## config.mk

```make
export PLATFORM = sky130hd
export DESIGN_NAME = camera_ctrl_flat
export DESIGN_NICKNAME = d
export VERILOG_FILES = /design/src/rtl/camera_ctrl_pkg.sv /design/src/rtl/camera_ctrl_if.sv /design/src/rtl/camera_ctrl_timer.sv /design/src/rtl/camera_ctrl.sv /design/src/flat_wrapper.sv
export SDC_FILE = /design/constraint.sdc
export NUM_CORES = 1
export LEC_CHECK = 0
export BUFFER_PORTS_ARGS = -buffer_cell sky130_fd_sc_hd__clkbuf_2
export CORE_ASPECT_RATIO = 1.5
export CORE_MARGIN = 5
export CORE_UTILIZATION = 49
export DETAILED_ROUTE_END_ITERATION = 7
export GPL_ROUTABILITY_DRIVEN = 0
export PLACE_DENSITY = 0.78
export SLEW_MARGIN = 20
export SYNTH_ARGS = -nofsm -noshare
export SYNTH_HDL_FRONTEND = slang
export SYNTH_HIERARCHICAL = 1
export SYNTH_SLANG_ARGS = --single-unit
```

## constraint.sdc

```tcl
create_clock -name clk -period 1.85 [get_ports clk]
set_input_delay 0.185 -clock clk [delete_from_list [all_inputs] [get_ports clk]]
set_output_delay 0.185 -clock clk [all_outputs]
set_load 0.02 [all_outputs]
```

## src/rtl/camera_ctrl_pkg.sv

```systemverilog
// Shared types and constants for the pixel-array capture sequencer.
// Readout steps, state encoding and the strobe decode used by camera_ctrl.
package camera_pkg;

  localparam int EXP_WIDTH = 5;

  typedef enum logic [1:0] {
    IDLE    = 2'd0,
    EXPOSE  = 2'd1,
    READOUT = 2'd2
  } state_e;

  localparam logic [2:0] RD_NRE1 = 3'd0;
  localparam logic [2:0] RD_ADC1 = 3'd1;
  localparam logic [2:0] RD_GAP  = 3'd2;
  localparam logic [2:0] RD_NRE2 = 3'd3;
  localparam logic [2:0] RD_ADC2 = 3'd4;
  localparam logic [2:0] RD_END  = 3'd5;

  typedef struct packed {
    logic erase;
    logic expose;
    logic nre_1;
    logic nre_2;
    logic adc;
  } strobes_t;

  localparam strobes_t STROBES_IDLE = '{erase: 1'b1, expose: 1'b0, nre_1: 1'b1,
                                        nre_2: 1'b1, adc: 1'b0};

  // Array pin levels for a given state/step; nre lines are active low.
  function automatic strobes_t decode_strobes(state_e st, logic [2:0] step);
    strobes_t s;
    s = '{erase: 1'b0, expose: 1'b0, nre_1: 1'b1, nre_2: 1'b1, adc: 1'b0};
    case (st)
      IDLE:    s = STROBES_IDLE;
      EXPOSE:  s.expose = 1'b1;
      READOUT: begin
        case (step)
          RD_NRE1: s.nre_1 = 1'b0;
          RD_ADC1: begin
            s.nre_1 = 1'b0;
            s.adc   = 1'b1;
          end
          RD_NRE2: s.nre_2 = 1'b0;
          RD_ADC2: begin
            s.nre_2 = 1'b0;
            s.adc   = 1'b1;
          end
          default: s.adc = 1'b0;
        endcase
      end
      default: s = STROBES_IDLE;
    endcase
    return s;
  endfunction

endpackage

```

## src/rtl/camera_ctrl_if.sv

```systemverilog
// Button inputs, array/ADC control pins and FSM debug view of camera_ctrl.
// Plain level signals: there is no valid/ready handshake on this bus.
interface camera_ctrl_if import camera_pkg::*; ();

  logic                 init;
  logic                 exp_increase;
  logic                 exp_decrease;
  logic                 erase;
  logic                 expose;
  logic                 nre_1;
  logic                 nre_2;
  logic                 adc;
  logic [EXP_WIDTH-1:0] exp_time;
  state_e               state_dbg;
  logic [2:0]           step_dbg;

  modport master (
    output init, exp_increase, exp_decrease,
    input  erase, expose, nre_1, nre_2, adc, exp_time, state_dbg, step_dbg
  );

  modport slave (
    input  init, exp_increase, exp_decrease,
    output erase, expose, nre_1, nre_2, adc, exp_time, state_dbg, step_dbg
  );

endinterface

```

## src/rtl/camera_ctrl_timer.sv

```systemverilog
// Exposure countdown: loadable down-counter that saturates at zero.
// done flags the last exposure cycle (count of 1 or below).
module exposure_timer import camera_pkg::*; (
  input  logic                 clk,
  input  logic                 reset_n,
  input  logic                 load,
  input  logic                 enable,
  input  logic [EXP_WIDTH-1:0] load_value,
  output logic                 done
);

  logic [EXP_WIDTH-1:0] count_q;
  logic [EXP_WIDTH-1:0] count_d;

  always_comb begin
    count_d = count_q;
    if (load) begin
      count_d = load_value;
    end else if (enable && (count_q != '0)) begin
      count_d = count_q - 1'b1;
    end
  end

  always_ff @(posedge clk or negedge reset_n) begin
    if (!reset_n) begin
      count_q <= '0;
    end else begin
      count_q <= count_d;
    end
  end

  assign done = (count_q <= EXP_WIDTH'(1));

endmodule

```

## src/rtl/camera_ctrl.sv

```systemverilog
// Capture sequencer: erase (idle) -> expose for exp_time cycles -> two-row
// readout. All array pins are registered; exp_time is adjustable only in IDLE.
module camera_ctrl import camera_pkg::*; #(
  parameter int EXP_MIN     = 2,
  parameter int EXP_MAX     = 30,
  parameter int EXP_DEFAULT = 16
) (
  input  logic          clk,
  input  logic          reset_n,
  camera_ctrl_if.slave  bus
);

  localparam logic [EXP_WIDTH-1:0] EXP_MIN_V     = EXP_MIN[EXP_WIDTH-1:0];
  localparam logic [EXP_WIDTH-1:0] EXP_MAX_V     = EXP_MAX[EXP_WIDTH-1:0];
  localparam logic [EXP_WIDTH-1:0] EXP_DEFAULT_V = EXP_DEFAULT[EXP_WIDTH-1:0];

  state_e               state_q, state_d;
  logic [2:0]           step_q, step_d;
  logic [EXP_WIDTH-1:0] exp_time_q, exp_time_d;
  strobes_t             strobes_q;
  logic                 timer_load;
  logic                 timer_enable;
  logic                 timer_done;

  exposure_timer u_timer (
    .clk        (clk),
    .reset_n    (reset_n),
    .load       (timer_load),
    .enable     (timer_enable),
    .load_value (exp_time_q),
    .done       (timer_done)
  );

  always_comb begin
    state_d      = state_q;
    step_d       = step_q;
    exp_time_d   = exp_time_q;
    timer_load   = 1'b0;
    timer_enable = (state_q == EXPOSE);
    case (state_q)
      IDLE: begin
        // init wins over the adjust buttons in the same cycle.
        if (bus.init) begin
          timer_load = 1'b1;
          state_d    = EXPOSE;
        end else if (bus.exp_increase && !bus.exp_decrease) begin
          if (exp_time_q < EXP_MAX_V) exp_time_d = exp_time_q + 1'b1;
        end else if (bus.exp_decrease && !bus.exp_increase) begin
          if (exp_time_q > EXP_MIN_V) exp_time_d = exp_time_q - 1'b1;
        end
      end
      EXPOSE: begin
        if (timer_done) begin
          state_d = READOUT;
          step_d  = RD_NRE1;
        end
      end
      READOUT: begin
        if (step_q == RD_END) begin
          state_d = IDLE;
          step_d  = RD_NRE1;
        end else begin
          step_d = step_q + 3'd1;
        end
      end
      default: begin
        state_d = IDLE;
        step_d  = RD_NRE1;
      end
    endcase
  end

  // Strobes are registered from the next state so pins line up with state_q.
  always_ff @(posedge clk or negedge reset_n) begin
    if (!reset_n) begin
      state_q    <= IDLE;
      step_q     <= RD_NRE1;
      exp_time_q <= EXP_DEFAULT_V;
      strobes_q  <= STROBES_IDLE;
    end else begin
      state_q    <= state_d;
      step_q     <= step_d;
      exp_time_q <= exp_time_d;
      strobes_q  <= decode_strobes(state_d, step_d);
    end
  end

  assign bus.erase     = strobes_q.erase;
  assign bus.expose    = strobes_q.expose;
  assign bus.nre_1     = strobes_q.nre_1;
  assign bus.nre_2     = strobes_q.nre_2;
  assign bus.adc       = strobes_q.adc;
  assign bus.exp_time  = exp_time_q;
  assign bus.state_dbg = state_q;
  assign bus.step_dbg  = step_q;

endmodule

```

## src/flat_wrapper.sv

```systemverilog
// flat-port wrapper written by rule: the top's interface ports become plain ports
module camera_ctrl_flat import camera_pkg::*;
#(
  parameter int EXP_MIN     = 2,
  parameter int EXP_MAX     = 30,
  parameter int EXP_DEFAULT = 16
)
  (clk, reset_n, bus_init, bus_exp_increase, bus_exp_decrease, bus_erase, bus_expose, bus_nre_1, bus_nre_2, bus_adc, bus_exp_time, bus_state_dbg, bus_step_dbg);
  camera_ctrl_if bus_i ();
  input  logic clk;
  input  logic reset_n;
  input wire logic [$bits(bus_i.init)-1:0] bus_init;
  input wire logic [$bits(bus_i.exp_increase)-1:0] bus_exp_increase;
  input wire logic [$bits(bus_i.exp_decrease)-1:0] bus_exp_decrease;
  output wire logic [$bits(bus_i.erase)-1:0] bus_erase;
  output wire logic [$bits(bus_i.expose)-1:0] bus_expose;
  output wire logic [$bits(bus_i.nre_1)-1:0] bus_nre_1;
  output wire logic [$bits(bus_i.nre_2)-1:0] bus_nre_2;
  output wire logic [$bits(bus_i.adc)-1:0] bus_adc;
  output wire logic [$bits(bus_i.exp_time)-1:0] bus_exp_time;
  output wire logic [$bits(bus_i.state_dbg)-1:0] bus_state_dbg;
  output wire logic [$bits(bus_i.step_dbg)-1:0] bus_step_dbg;
  assign bus_i.init = bus_init;
  assign bus_i.exp_increase = bus_exp_increase;
  assign bus_i.exp_decrease = bus_exp_decrease;
  assign bus_erase = bus_i.erase;
  assign bus_expose = bus_i.expose;
  assign bus_nre_1 = bus_i.nre_1;
  assign bus_nre_2 = bus_i.nre_2;
  assign bus_adc = bus_i.adc;
  assign bus_exp_time = bus_i.exp_time;
  assign bus_state_dbg = bus_i.state_dbg;
  assign bus_step_dbg = bus_i.step_dbg;
  camera_ctrl #(.EXP_MIN(EXP_MIN), .EXP_MAX(EXP_MAX), .EXP_DEFAULT(EXP_DEFAULT)) u_core (.clk(clk), .reset_n(reset_n), .bus(bus_i));
endmodule
```

==> flow_summary.yaml <==
outcome:
  status: "finished, violations left"
  violations: "setup timing"
critical_path:
  crit_path_end_kind: "flip-flop"
  r2r_end: "u_core/bus.nre_2"
  crit_path_start_kind: "flip-flop"
  critPathArrivalTime_ns: 2.14
  crit_required_ns: 2.08
  rr_startpoint: "u_core/u_timer/count_q[1]"
  crit_type: "reg2reg"
  critPathMaxFanout: 3
  startpoint: "u_core/u_timer/count_q[1]"
  rr_worst_depth: 11
  reg2reg_slack_ns: -0.06
min_path:
  hold_depth: 4
  hold_path_end: "u_core/bus.exp_time[4]"
  hold_path.class: "in2reg"
  min_from: "bus_init"
clock_tree:
  clkSinkCount: 20
  numCtsBuffers: 3
  clk_latency_ns: 0.31
  root_buffer: "clkbuf_4"
  h-tree-depth: 1
  path_clk_slew_ns: 0.12
  cts.path.max_buffers: 2
  cts_tree: "built"
die:
  die_w_um: 50.5
  io_pins: 20
  core_um2: 2390
  start_util_pct: 50.3
  die_y_um: 70.7
  die_area_um2: 3570
  rows: 22
sta:
  setup_viol: 3
  setup_slack_ns: -0.0609
  skew_ns: 0.0143
  finalCritPeriodShare_pct: 103
  max_slew_margin_pct: 67.5
  hold_viol: 0
  drv_slew: 0
  worst_slew_pin_slew_ns: 0.487
  fmax_mhz: 523
  min_period_ns: 1.91
  rsz0062_at_grt: "true"
synthesis:
  syn-num-nets: 130
  yosysSeqAreaShare_pct: 42.0
  syn_area_um2: 1200
  synthAdderAreaFrac_pct: 9.98
  synth-main-ff-cell: "dfrtp_1"
  avgSynthCellArea_um2: 10.4
  synth-simple-area-share_pct: 21.1
  synth_top_family_by_area: "simple AND/OR/NAND/NOR gates"
  synth_warnings: 6
  synth_edf_count: 0
  synth_compound_area_share_pct: 16.5
  synth_xor_area_share_pct: 2.91
  ys_seq_elements: 20
  async_reset_ff_share_pct: 100
  synth_cells: 116
  synth_mux_area_share_pct: 3.64
  synth.distinct_cells: 43
job:
  drv_cap: 0
detailed_routing:
  drtIter0Drc: 26
  wl_um: 2720
  vias: 1025
  viasPerCell: 5.79
  firstDrtPassIters: 4
  wl_per_cell_um: 15.4
  drtAntennaViolNets: 0
  drcViolationCount: 0
grt:
  antenna_found_initial: 0
  grt_overflow: 0
  grt_pass1_vias: 1063
  grt_max_degree: 21
  grt_first_pass_wirelength_um: 4610
  gr-usage-all-layers_pct: 16.1
final_layout:
  syn_to_final_growth_pct: 30.2
  drive_above_1_share_pct: 44.4
  insertedDiodeCount: 0
  nNetsFinal: 168
placement:
  place_ws_ns: -0.115
  port_buffers: 19
  post-dp-hpwl_um: 1980
power:
  power_uw: 2980
  p_leak_uw: 0.000720
  vdd_ir_drop_max_mv: 1.16
  power_density_nw_per_um2: 1900
## metal layers
layer | global-route usage [%] | share of wire [%] | up-vias
met5 | 0 | 0 | -
met4 | 5.97 | 0.99 | 0
met3 | 2.32 | 4.3 | 4
met2 | 30.2 | 56 | 21
met1 | 17.5 | 39 | 501
li1 | - | - | 499
## per-stage QoR
step	cell area, um^2	hold slack [ns]	setup TNS, ns	utilization, %	std cells
final	1570	0.235	-0.0893	65.5	177
after global routing	1570	0.247	-0.410	65.5	177
after CTS	1530	0.236	-0.339	63.7	175
after detailed placement	1400	0.171	-0.115	58.3	166
after global placement	1400	0.173	0	58.3	166
after floorplan	1210	-0.111	-0.0896	-	116
## Yosys cell counts (2+ instances only)
cell type	number	area share [%]
nand3b_1	2	1.2
and3_1	3	1.6
o21ai_1	3	1.2
dfstp_2	4	8.7
xnor2_1	3	2.2
ha_1	8	8.3
nor2b_1	5	2.6
inv_1	8	2.5
nand3_1	5	2.1
nor3b_1	3	1.9
a211oi_1	2	1.2
a21oi_1	10	4.2
nor4_1	2	1.0
mux2_1	3	2.8
a21o_1	3	1.9
nand2_1	8	2.5
dfrtp_1	16	33
nor2_1	3	0.94
## worst max-delay path, cell delays in order, from the launching register on
cell and delay [ns]:
dfrtp_1 0.42, inv_2 0.11, ha_4 0.13, a21oi_2 0.04, nor4_4 0.24, nor2b_2 0.09
nor2_2 0.15, ha_2 0.22, inv_2 0.04, a211oi_2 0.14, o2111a_1 0.20, a31oi_1 0.04
## sequential cells by signal (all words and copies together), names as in the netlist, 2 cells and up
| register | cells |
|---|---|
| u_core/bus.step_dbg | 3 |
| u_core/bus.exp_time | 5 |
| u_core/u_timer/count_q | 5 |
| u_core/bus.state_dbg | 2 |
## power by group
part / leakage (uW) / internal (uW) / switching [uW]
clock network: 0.0000279 / 219 / 135
logic: 0.000452 / 809 / 934
registers: 0.000240 / 654 / 231
total: 0.000720 / 1680 / 1300
## worst max path at each step
stage	cells after the start	slack, ns	end
6_report	11	-0.06	u_core/bus.nre_2
4_1_cts	11	-0.17	u_core/bus.nre_2
3_3_place_gp	11	0.03	u_core/bus.nre_2
5_1_grt	11	-0.15	u_core/bus.nre_2
2_1_floorplan	5	-0.09	u_core/u_timer/count_q[3]
3_5_place_dp	11	-0.12	u_core/bus.nre_2
## what timing repair did
item	CTS	global route
setup endpoints to repair	1	5
hold endpoints to repair	16	0
resized for setup	11	8
setup buffers	4	2
hold buffers	1	0
pin swaps	6	7
## placed cells by master (no fill, tap or decap), types with 4 or more instances in the layout
master,instances
a21oi_1,8
buf_4,16
clkbuf_2,19
dfrtp_1,14
dfstp_2,4
ha_1,5
inv_1,5
nand2_1,8
nand3_1,4
nor2b_1,4
## final cells by class
type	instances	area [um^2]
Clock inverter	1	30.0
Fill cell	195	827
Tap cell	24	30.0
Timing Repair Buffer	36	225
Sequential cell	20	508
Multi-Input combinational cell	85	722
Inverter	8	30.0
Clock buffer	3	22.5
## cells by family after synthesis
group / count (synthesis)
xor gates and xnor gates: 4
and+or+nand+nor: 39
AOI/OAI and AO/OA: 29
adders and majority gates: 9
buffers and inverters: 11
DFF: 20
muxes: 4
Power figures use the tool's default switching activity.
